`config.mk`:
```
export PLATFORM = sky130hd
export DESIGN_NAME = program_loader_flat
export DESIGN_NICKNAME = d
export VERILOG_FILES = /design/src/rtl/program_loader_pkg.sv /design/src/rtl/program_loader_if.sv /design/src/rtl/program_loader.sv /design/src/flat_wrapper.sv
export SDC_FILE = /design/constraint.sdc
export NUM_CORES = 1
export LEC_CHECK = 0
export ABC_AREA = 1
export CORE_MARGIN = 5
export CORE_UTILIZATION = 46
export DETAILED_ROUTE_END_ITERATION = 10
export GPL_ROUTABILITY_DRIVEN = 0
export GPL_TIMING_DRIVEN = 1
export HOLD_SLACK_MARGIN = 0.06
export PLACE_DENSITY = 0.77
export SETUP_SLACK_MARGIN = 0.05
export SLEW_MARGIN = 30
export SYNTH_ARGS = -nofsm -noshare
export SYNTH_HDL_FRONTEND = slang
export SYNTH_SLANG_ARGS = --single-unit
```
`constraint.sdc`:
```
create_clock -name clk -period 2.1 [get_ports clk]
set_clock_uncertainty 0.05 [all_clocks]
set_input_delay 0.42 -clock clk [delete_from_list [all_inputs] [get_ports clk]]
set_output_delay 0.42 -clock clk [all_outputs]
set_load 0.05 [all_outputs]
```
`src/rtl/program_loader_pkg.sv`:
```
// Shared types and default constants for the instruction-memory program loader.
// Imported by the interface, the loader and the testbench.
package program_loader_pkg;

    typedef enum logic [1:0] {
        IDLE = 2'd0,
        LOAD = 2'd1,
        HOLD = 2'd2,
        RUN  = 2'd3
    } state_t;

    localparam int          DEF_DATA_W     = 16;
    localparam int          DEF_ADDR_W     = 32;
    localparam int          DEF_DEPTH      = 1024;
    localparam logic [31:0] DEF_BASE       = 32'h20;
    localparam int          DEF_RESET_HOLD = 2;

endpackage

```
`src/rtl/program_loader_if.sv`:
```
// Bundle of the loader's control, source-stream, memory-write and status signals.
// The master side drives the session controls and the word stream; the loader sits on the slave side.
interface program_loader_if #(
    parameter int DATA_W = program_loader_pkg::DEF_DATA_W,
    parameter int ADDR_W = program_loader_pkg::DEF_ADDR_W,
    parameter int DEPTH  = program_loader_pkg::DEF_DEPTH
) ();
    localparam int CNT_W = $clog2(DEPTH + 1);

    logic              start;
    logic              use_default;
    logic [ADDR_W-1:0] base_addr;
    logic              in_valid;
    logic [DATA_W-1:0] in_data;
    logic              in_last;
    logic              in_ready;
    logic              mem_we;
    logic [ADDR_W-1:0] mem_addr;
    logic [DATA_W-1:0] mem_wdata;
    logic              cpu_reset;
    logic              busy;
    logic              done;
    logic              overflow;
    logic [CNT_W-1:0]  word_count;

    modport master (
        output start, use_default, base_addr, in_valid, in_data, in_last,
        input  in_ready, mem_we, mem_addr, mem_wdata, cpu_reset, busy, done, overflow, word_count
    );

    modport slave (
        input  start, use_default, base_addr, in_valid, in_data, in_last,
        output in_ready, mem_we, mem_addr, mem_wdata, cpu_reset, busy, done, overflow, word_count
    );

endinterface

```
`src/rtl/program_loader.sv`:
```
// Boot loader: streams program words into instruction memory from a latched base address
// while holding the processor in reset, then releases it a fixed number of cycles after the last write.
module program_loader #(
    parameter int                 DATA_W       = program_loader_pkg::DEF_DATA_W,
    parameter int                 ADDR_W       = program_loader_pkg::DEF_ADDR_W,
    parameter int                 DEPTH        = program_loader_pkg::DEF_DEPTH,
    parameter logic [ADDR_W-1:0]  BASE_DEFAULT = ADDR_W'(program_loader_pkg::DEF_BASE),
    parameter int                 RESET_HOLD   = program_loader_pkg::DEF_RESET_HOLD
) (
    input  logic              clk,
    input  logic              reset,
    program_loader_if.slave   bus
);
    import program_loader_pkg::*;

    localparam int CNT_W  = $clog2(DEPTH + 1);
    localparam int HOLD_W = $clog2(RESET_HOLD + 1);

    state_t            state_reg;
    logic [ADDR_W-1:0] base_reg;
    logic [CNT_W-1:0]  count_reg;
    logic [HOLD_W-1:0] hold_reg;
    logic              in_ready_reg;
    logic              mem_we_reg;
    logic [ADDR_W-1:0] mem_addr_reg;
    logic [DATA_W-1:0] mem_wdata_reg;
    logic              cpu_reset_reg;
    logic              done_reg;
    logic              overflow_reg;

    logic              accept;
    logic [CNT_W-1:0]  count_inc;

    assign accept    = (state_reg == LOAD) && in_ready_reg && bus.in_valid;
    assign count_inc = count_reg + 1'b1;

    always_ff @(posedge clk or negedge reset) begin
        if (!reset) begin
            state_reg     <= IDLE;
            base_reg      <= '0;
            count_reg     <= '0;
            hold_reg      <= '0;
            in_ready_reg  <= 1'b0;
            mem_we_reg    <= 1'b0;
            mem_addr_reg  <= '0;
            mem_wdata_reg <= '0;
            cpu_reset_reg <= 1'b1;
            done_reg      <= 1'b0;
            overflow_reg  <= 1'b0;
        end else begin
            mem_we_reg <= 1'b0;
            done_reg   <= 1'b0;
            case (state_reg)
                IDLE, RUN: begin
                    if (bus.start) begin
                        base_reg      <= bus.use_default ? BASE_DEFAULT : bus.base_addr;
                        count_reg     <= '0;
                        overflow_reg  <= 1'b0;
                        hold_reg      <= '0;
                        cpu_reset_reg <= 1'b1;
                        in_ready_reg  <= 1'b1;
                        state_reg     <= LOAD;
                    end
                end
                LOAD: begin
                    if (accept) begin
                        // Address uses the pre-increment count; wraps modulo 2^ADDR_W.
                        mem_we_reg    <= 1'b1;
                        mem_addr_reg  <= base_reg + ADDR_W'(count_reg);
                        mem_wdata_reg <= bus.in_data;
                        count_reg     <= count_inc;
                        if (bus.in_last || (count_inc == CNT_W'(DEPTH))) begin
                            state_reg    <= HOLD;
                            in_ready_reg <= 1'b0;
                            overflow_reg <= !bus.in_last;
                            hold_reg     <= '0;
                        end
                    end
                end
                HOLD: begin
                    // Count 0 coincides with the final memory write.
                    if (hold_reg == HOLD_W'(RESET_HOLD - 1)) begin
                        state_reg     <= RUN;
                        done_reg      <= 1'b1;
                        cpu_reset_reg <= 1'b0;
                    end else begin
                        hold_reg <= hold_reg + 1'b1;
                    end
                end
                default: state_reg <= IDLE;
            endcase
        end
    end

    assign bus.in_ready   = in_ready_reg;
    assign bus.mem_we     = mem_we_reg;
    assign bus.mem_addr   = mem_addr_reg;
    assign bus.mem_wdata  = mem_wdata_reg;
    assign bus.cpu_reset  = cpu_reset_reg;
    assign bus.busy       = (state_reg == LOAD) || (state_reg == HOLD);
    assign bus.done       = done_reg;
    assign bus.overflow   = overflow_reg;
    assign bus.word_count = count_reg;

endmodule

```
`src/flat_wrapper.sv`:
```
// flat-port wrapper written by rule: the top's interface ports become plain ports
module program_loader_flat import program_loader_pkg::*;
#(
    parameter int                 DATA_W       = program_loader_pkg::DEF_DATA_W,
    parameter int                 ADDR_W       = program_loader_pkg::DEF_ADDR_W,
    parameter int                 DEPTH        = program_loader_pkg::DEF_DEPTH,
    parameter logic [ADDR_W-1:0]  BASE_DEFAULT = ADDR_W'(program_loader_pkg::DEF_BASE),
    parameter int                 RESET_HOLD   = program_loader_pkg::DEF_RESET_HOLD
)
  (clk, reset, bus_start, bus_use_default, bus_base_addr, bus_in_valid, bus_in_data, bus_in_last, bus_in_ready, bus_mem_we, bus_mem_addr, bus_mem_wdata, bus_cpu_reset, bus_busy, bus_done, bus_overflow, bus_word_count);
  program_loader_if #(.DATA_W(DATA_W), .ADDR_W(ADDR_W), .DEPTH(DEPTH)) bus_i ();
  input  logic clk;
  input  logic reset;
  input wire logic [$bits(bus_i.start)-1:0] bus_start;
  input wire logic [$bits(bus_i.use_default)-1:0] bus_use_default;
  input wire logic [$bits(bus_i.base_addr)-1:0] bus_base_addr;
  input wire logic [$bits(bus_i.in_valid)-1:0] bus_in_valid;
  input wire logic [$bits(bus_i.in_data)-1:0] bus_in_data;
  input wire logic [$bits(bus_i.in_last)-1:0] bus_in_last;
  output wire logic [$bits(bus_i.in_ready)-1:0] bus_in_ready;
  output wire logic [$bits(bus_i.mem_we)-1:0] bus_mem_we;
  output wire logic [$bits(bus_i.mem_addr)-1:0] bus_mem_addr;
  output wire logic [$bits(bus_i.mem_wdata)-1:0] bus_mem_wdata;
  output wire logic [$bits(bus_i.cpu_reset)-1:0] bus_cpu_reset;
  output wire logic [$bits(bus_i.busy)-1:0] bus_busy;
  output wire logic [$bits(bus_i.done)-1:0] bus_done;
  output wire logic [$bits(bus_i.overflow)-1:0] bus_overflow;
  output wire logic [$bits(bus_i.word_count)-1:0] bus_word_count;
  assign bus_i.start = bus_start;
  assign bus_i.use_default = bus_use_default;
  assign bus_i.base_addr = bus_base_addr;
  assign bus_i.in_valid = bus_in_valid;
  assign bus_i.in_data = bus_in_data;
  assign bus_i.in_last = bus_in_last;
  assign bus_in_ready = bus_i.in_ready;
  assign bus_mem_we = bus_i.mem_we;
  assign bus_mem_addr = bus_i.mem_addr;
  assign bus_mem_wdata = bus_i.mem_wdata;
  assign bus_cpu_reset = bus_i.cpu_reset;
  assign bus_busy = bus_i.busy;
  assign bus_done = bus_i.done;
  assign bus_overflow = bus_i.overflow;
  assign bus_word_count = bus_i.word_count;
  program_loader #(.DATA_W(DATA_W), .ADDR_W(ADDR_W), .DEPTH(DEPTH), .BASE_DEFAULT(BASE_DEFAULT), .RESET_HOLD(RESET_HOLD)) u_core (.clk(clk), .reset(reset), .bus(bus_i));
endmodule
```
After elaboration in Yosys (flattened, before gate mapping)
Index checks and enable logic that the tools add are counted.
W data, S select, Z words.
{"block": "classes", "reduce_logical": 16, "eq_ne": 10, "addsub": 3, "mux": 28}
{"cell": "$add A32 B11 Y32", "n": 1}
{"cell": "$mux W32", "n": 1}
{"cell": "$mux W11", "n": 2}
{"cell": "$pmux W11 S2", "n": 1}
{"cell": "$mux W2", "n": 8}
{"cell": "$pmux W2 S3", "n": 2}
{"cell": "$reduce_and A4 Y1", "n": 3}
{"cell": "$add A11 B1 Y11 const B", "n": 1}
{"cell": "$eq A11 B11 Y1 const B", "n": 1}
{"cell": "$mux W1", "n": 11}
{"cell": "$ne A2 B2 Y1 const B", "n": 3}
{"cell": "$pmux W1 S2", "n": 3}
{"cell": "$reduce_and A3 Y1", "n": 2}
{"cell": "$eq A2 B1 Y1 const B", "n": 2}
{"cell": "$eq A2 B2 Y1 const B", "n": 2}
{"cell": "$ne A2 B1 Y1 const B", "n": 2}
{"cell": "$reduce_and A2 Y1", "n": 2}
{"cell": "$reduce_bool A2 Y1", "n": 2}
{"cell": "$add A2 B1 Y2 const B", "n": 1}
{"cell": "$logic_and A1 B1 Y1", "n": 2}
{"cell": "$logic_not A2 Y1", "n": 1}
{"cell": "$logic_or A1 B1 Y1", "n": 2}
{"cell": "$reduce_or A2 Y1", "n": 1}
{"cell": "$logic_not A1 Y1", "n": 1}
{"block": "word_totals", "register_bits": 100, "elab_cells": 68}

Longest topological paths before layout
{"block": "depth", "depth_word": 6, "ltp_mapped": 14}

Least setup slack after synthesis
No wires, ideal clock.
{"block": "synth_timing", "path_type": "reg-to-reg", "from": "register u_core.count_reg[0] (netlist: u_core.bus.word_count[0])", "to": "register u_core.mem_addr_reg[14] (netlist: u_core.bus.mem_addr[14])", "required_time_ps": 1932, "arrival_ps": 2120, "setup_ps": 118, "period_less_slack_ps": 2288, "path_stages_with_launch": 12, "n_path_buf": 0, "setup_slack_ps": -188, "path_cell_list": "dfrtp_1 ha_1 fa_1 nand3_1 nand3_1 nand2_1 nand2_1 nand2_1 nand3_2 xor2_1 nand2_1 nand2_1"}
{"block": "synth_between", "elab_chain_len": 1}
{"element": "start: declaration", "line": "program_loader.sv:21", "text": "logic [CNT_W-1:0] count_reg;"}
{"element": "start signal: assignment", "line": "program_loader.sv:71", "text": "count_reg <= count_inc;"}
{"element": "$add A32 B11 Y32", "line": "program_loader.sv:69", "text": "mem_addr_reg <= base_reg + ADDR_W'(count_reg);"}
{"element": "end signal: assignment", "line": "program_loader.sv:69"}
{"element": "end: declaration", "line": "program_loader.sv:25", "text": "logic [ADDR_W-1:0] mem_addr_reg;"}
No other way between the ends.
A chain may end at the register's enable or synchronous reset.

Final worst setup path
{"block": "layout_timing", "from": "register u_core.mem_addr_reg[29] (netlist: u_core.bus.mem_addr[29])", "to": "output port bus_mem_addr[29]"}
{"element": "end: declaration", "line": "flat_wrapper.sv:22", "text": "output wire logic [$bits(bus_i.mem_addr)-1:0] bus_mem_addr;"}
No word-level cell between the ends.

==> results.yml <==
synth:
  syn_area_per_cell_um2: 7.29
  synth_cell_types: 31
  synth-seq-cells: 100
  synth-xor-area-share: 0.0146
  syn_area_um2: 5420
  yosysTopAreaCell: "dfrtp_1"
  synth_mux_area_frac: 0
  postSynth.asyncResetShare: 1.00
  synth_warnings: 0
  synthMostInstantiatedCell: "nand2_1"
  synth_compound_area_frac: 0.0635
  synthCells: 743
  synth-simple-area-share: 0.352
  ys.flop_type: "dfrtp_1"
  synthAdderAreaFrac: 0.0407
  synth_commonest_cells: "nand2_1, dfrtp_1, nand3_1"
  synth.area.top_cells: "dfrtp_1, nand2_1, nand3_1, inv_1, o21ai_0"
  synth_top_family_by_area: "simple AND/OR/NAND/NOR gates"
  ys_seq_area_frac: 0.462
  yosysTopAreaCellShare: 0.457
  synth_enable_flop_cells: 0
  synth_fp_nets: 814
setup_path:
  crit_required_ns: 1.63
  worst_path_max_delay_cell: "clkdlybuf4s50_1"
  path_buf_inv: 1
  crit_family: "buffers and inverters"
  path_max_fanout: 2
  worst_setup_path_start_kind: "flop"
  cp-end-kind: "primary output"
  path_cells: "clkdlybuf4s50_1"
  arrival_ns: 1.53
  critPathMaxStageDelay_ns: 0.82
  crit_type: "flop to primary output"
routing:
  firstDrtPassIters: 7
  via_per_inst: 5.12
  drc_errors: 0
  ant_nets: 0
  wl_per_cell_um: 14.5
  drtIter0Drc: 576
  wl_um: 15000
  num_vias: 5282
global_routing:
  met2_usage: 0.312
  use_met3: 0.0559
  antenna_found_initial: 0
  grt-ovfl-total: 0
  grt_pass1_vias: 4853
  grt_max_degree: 57
  use_met1: 0.316
  grt_pass1_wl_um: 24500
  grt_use_total: 0.212
  busiest_layer: "met1"
floorplanning:
  num_io_pins: 119
  die_area_um2: 14000
  core_area_um2: 11500
  die_h_um: 119
  rows: 39
  fp.dieW_um: 119
  start_util: 0.472
timing:
  timing.final.max_slew_violations: 0
  post-route-period-util: 0.954
  worstMarginPinSlew_ns: 0.541
  fin_setup_tns_ns: 0
  setup_slack_ns: 0.0956
  setup_viol: 0
  finalHoldViolations: 0
  slew-limit-headroom: 0.639
  rsz0062_at_grt: "yes"
  fmax_mhz: 499
  period_needed_ns: 2.00
flow_run:
  max-cap-violations: 0
placement:
  portBuffers: 118
  dp_slack_ns: -0.0512
  dpl.hpwl_um: 10900
  dp.cells: 1008
clock_network:
  clkSlewWorstSetupHoldPaths_ns: 0.07
  cts_tree: "built"
  cts_made_buffers: 9
  clockRootBuffer: "clkbuf_16"
  h-tree-depth: 3
  cts.sinks: 100
  clock_insertion_delay_worst_skew_ns: 0.35
  cts_buffer_depth: 2
status:
  status: "completed"
cells_and_area:
  layout.nets: 954
  seq_area_um2: 2510
  drive_gt1_frac: 0.114
  area_growth_pct: 37.9
  fillers: 967
  antenna_cells: 0
  multi_input_area_um2: 2710
  instances_no_fill: 1031
power_and_ir_drop:
  p_leak_uw: 0.00373
  power.total_uw: 10300
  ir_worst_vdd_mv: 1.05
  powerDensity_nw_per_um2: 1380
min_path:
  hp-class: "flop to flop"
[worst min-delay path: stages (launching register included)]
cell     delay (ns)
dfrtp_1        0.34
nand2_1        0.05
nand2_1        0.05
[where the power goes]
| group | switching [µW] | leakage, µW | internal, µW |
|---|---|---|---|
| Combinational | 3480 | 0.00227 | 1820 |
| Sequential | 564 | 0.00130 | 2680 |
| Clock | 694 | 0.000159 | 1070 |
| Total | 4740 | 0.00373 | 5570 |
[layout make-up]
class                           count  share of cell area
Multi-Input combinational cell    549               0.363
Sequential cell                   100               0.336
Timing Repair Buffer              148               0.196
Inverter                           75              0.0377
Clock buffer                       11              0.0325
Tap cell                          143              0.0240
Clock inverter                      5              0.0101
[cells in the final DEF (no fill, tap or decap), drive strengths merged]
cell type	n
a21oi	7
and2	1
buf	39
bufinv	2
clkbuf	11
clkdlybuf4s50	99
clkinv	3
dfrtp	99
dfstp	1
dlygate4sd2	4
dlygate4sd3	1
dlymetal6s2s	5
fa	1
ha	16
inv	75
nand2	295
nand3	93
nand4	6
nor2	44
nor3	11
nor3b	1
o21ai	54
o22ai	5
o31ai	1
or2	5
xnor2	7
xor2	2
[path summary, 6_finish.rpt]
check | from | endpoint | slack, ns | cells after the start
worst max-delay path | u_core.bus.mem_addr[29] | bus_mem_addr[29] | 0.1 | 1
worst min-delay path | u_core.hold_reg[1] | u_core.hold_reg[1] | 0.43 | 2
worst max register to register | u_core.state_reg[1] | u_core.bus.word_count[10] | 0.16 | 8
worst min register to register | u_core.hold_reg[1] | u_core.hold_reg[1] | 0.43 | 2
max in group asynchronous | reset | u_core.bus.mem_wdata[5] | 0.88 | 3
min in group asynchronous | reset | u_core.hold_reg[1] | 0.53 | 2
[through the flow]
stage | util | hold WS (ns) | cell area [µm²]
floorplan | - | 0.0744 | 5440
global placement | 0.606 | 0.377 | 6950
detailed placement | 0.606 | 0.383 | 6950
CTS | 0.635 | 0.425 | 7280
global route | 0.651 | 0.445 | 7470
finish | 0.651 | 0.427 | 7470
[timing repair]
item / CTS / global route
hold buffers: 1 / 0
hold endpoints to repair: 33 / 0
gates resized for setup: 4 / 34
setup endpoints to repair: 4 / 39
gates cloned: 0 / 1
setup buffers: 0 / 5
pin swaps: 0 / 6
[metal layers]
layer | up-vias | part of all wire
met4 | 0 | 0.014
met1 | 2432 | 0.48
met2 | 188 | 0.44
met3 | 19 | 0.069
met5 | - | 0
li1 | 2643 | -
[cell families after synthesis]
kind of cell,count (synthesis)
xor gates and xnor gates,9
DFF,100
AOI/OAI and AO/OA,67
adders and majority gates,17
buffers and inverters,95
and+or+nand+nor,455
(Power assumes the default switching activity.)
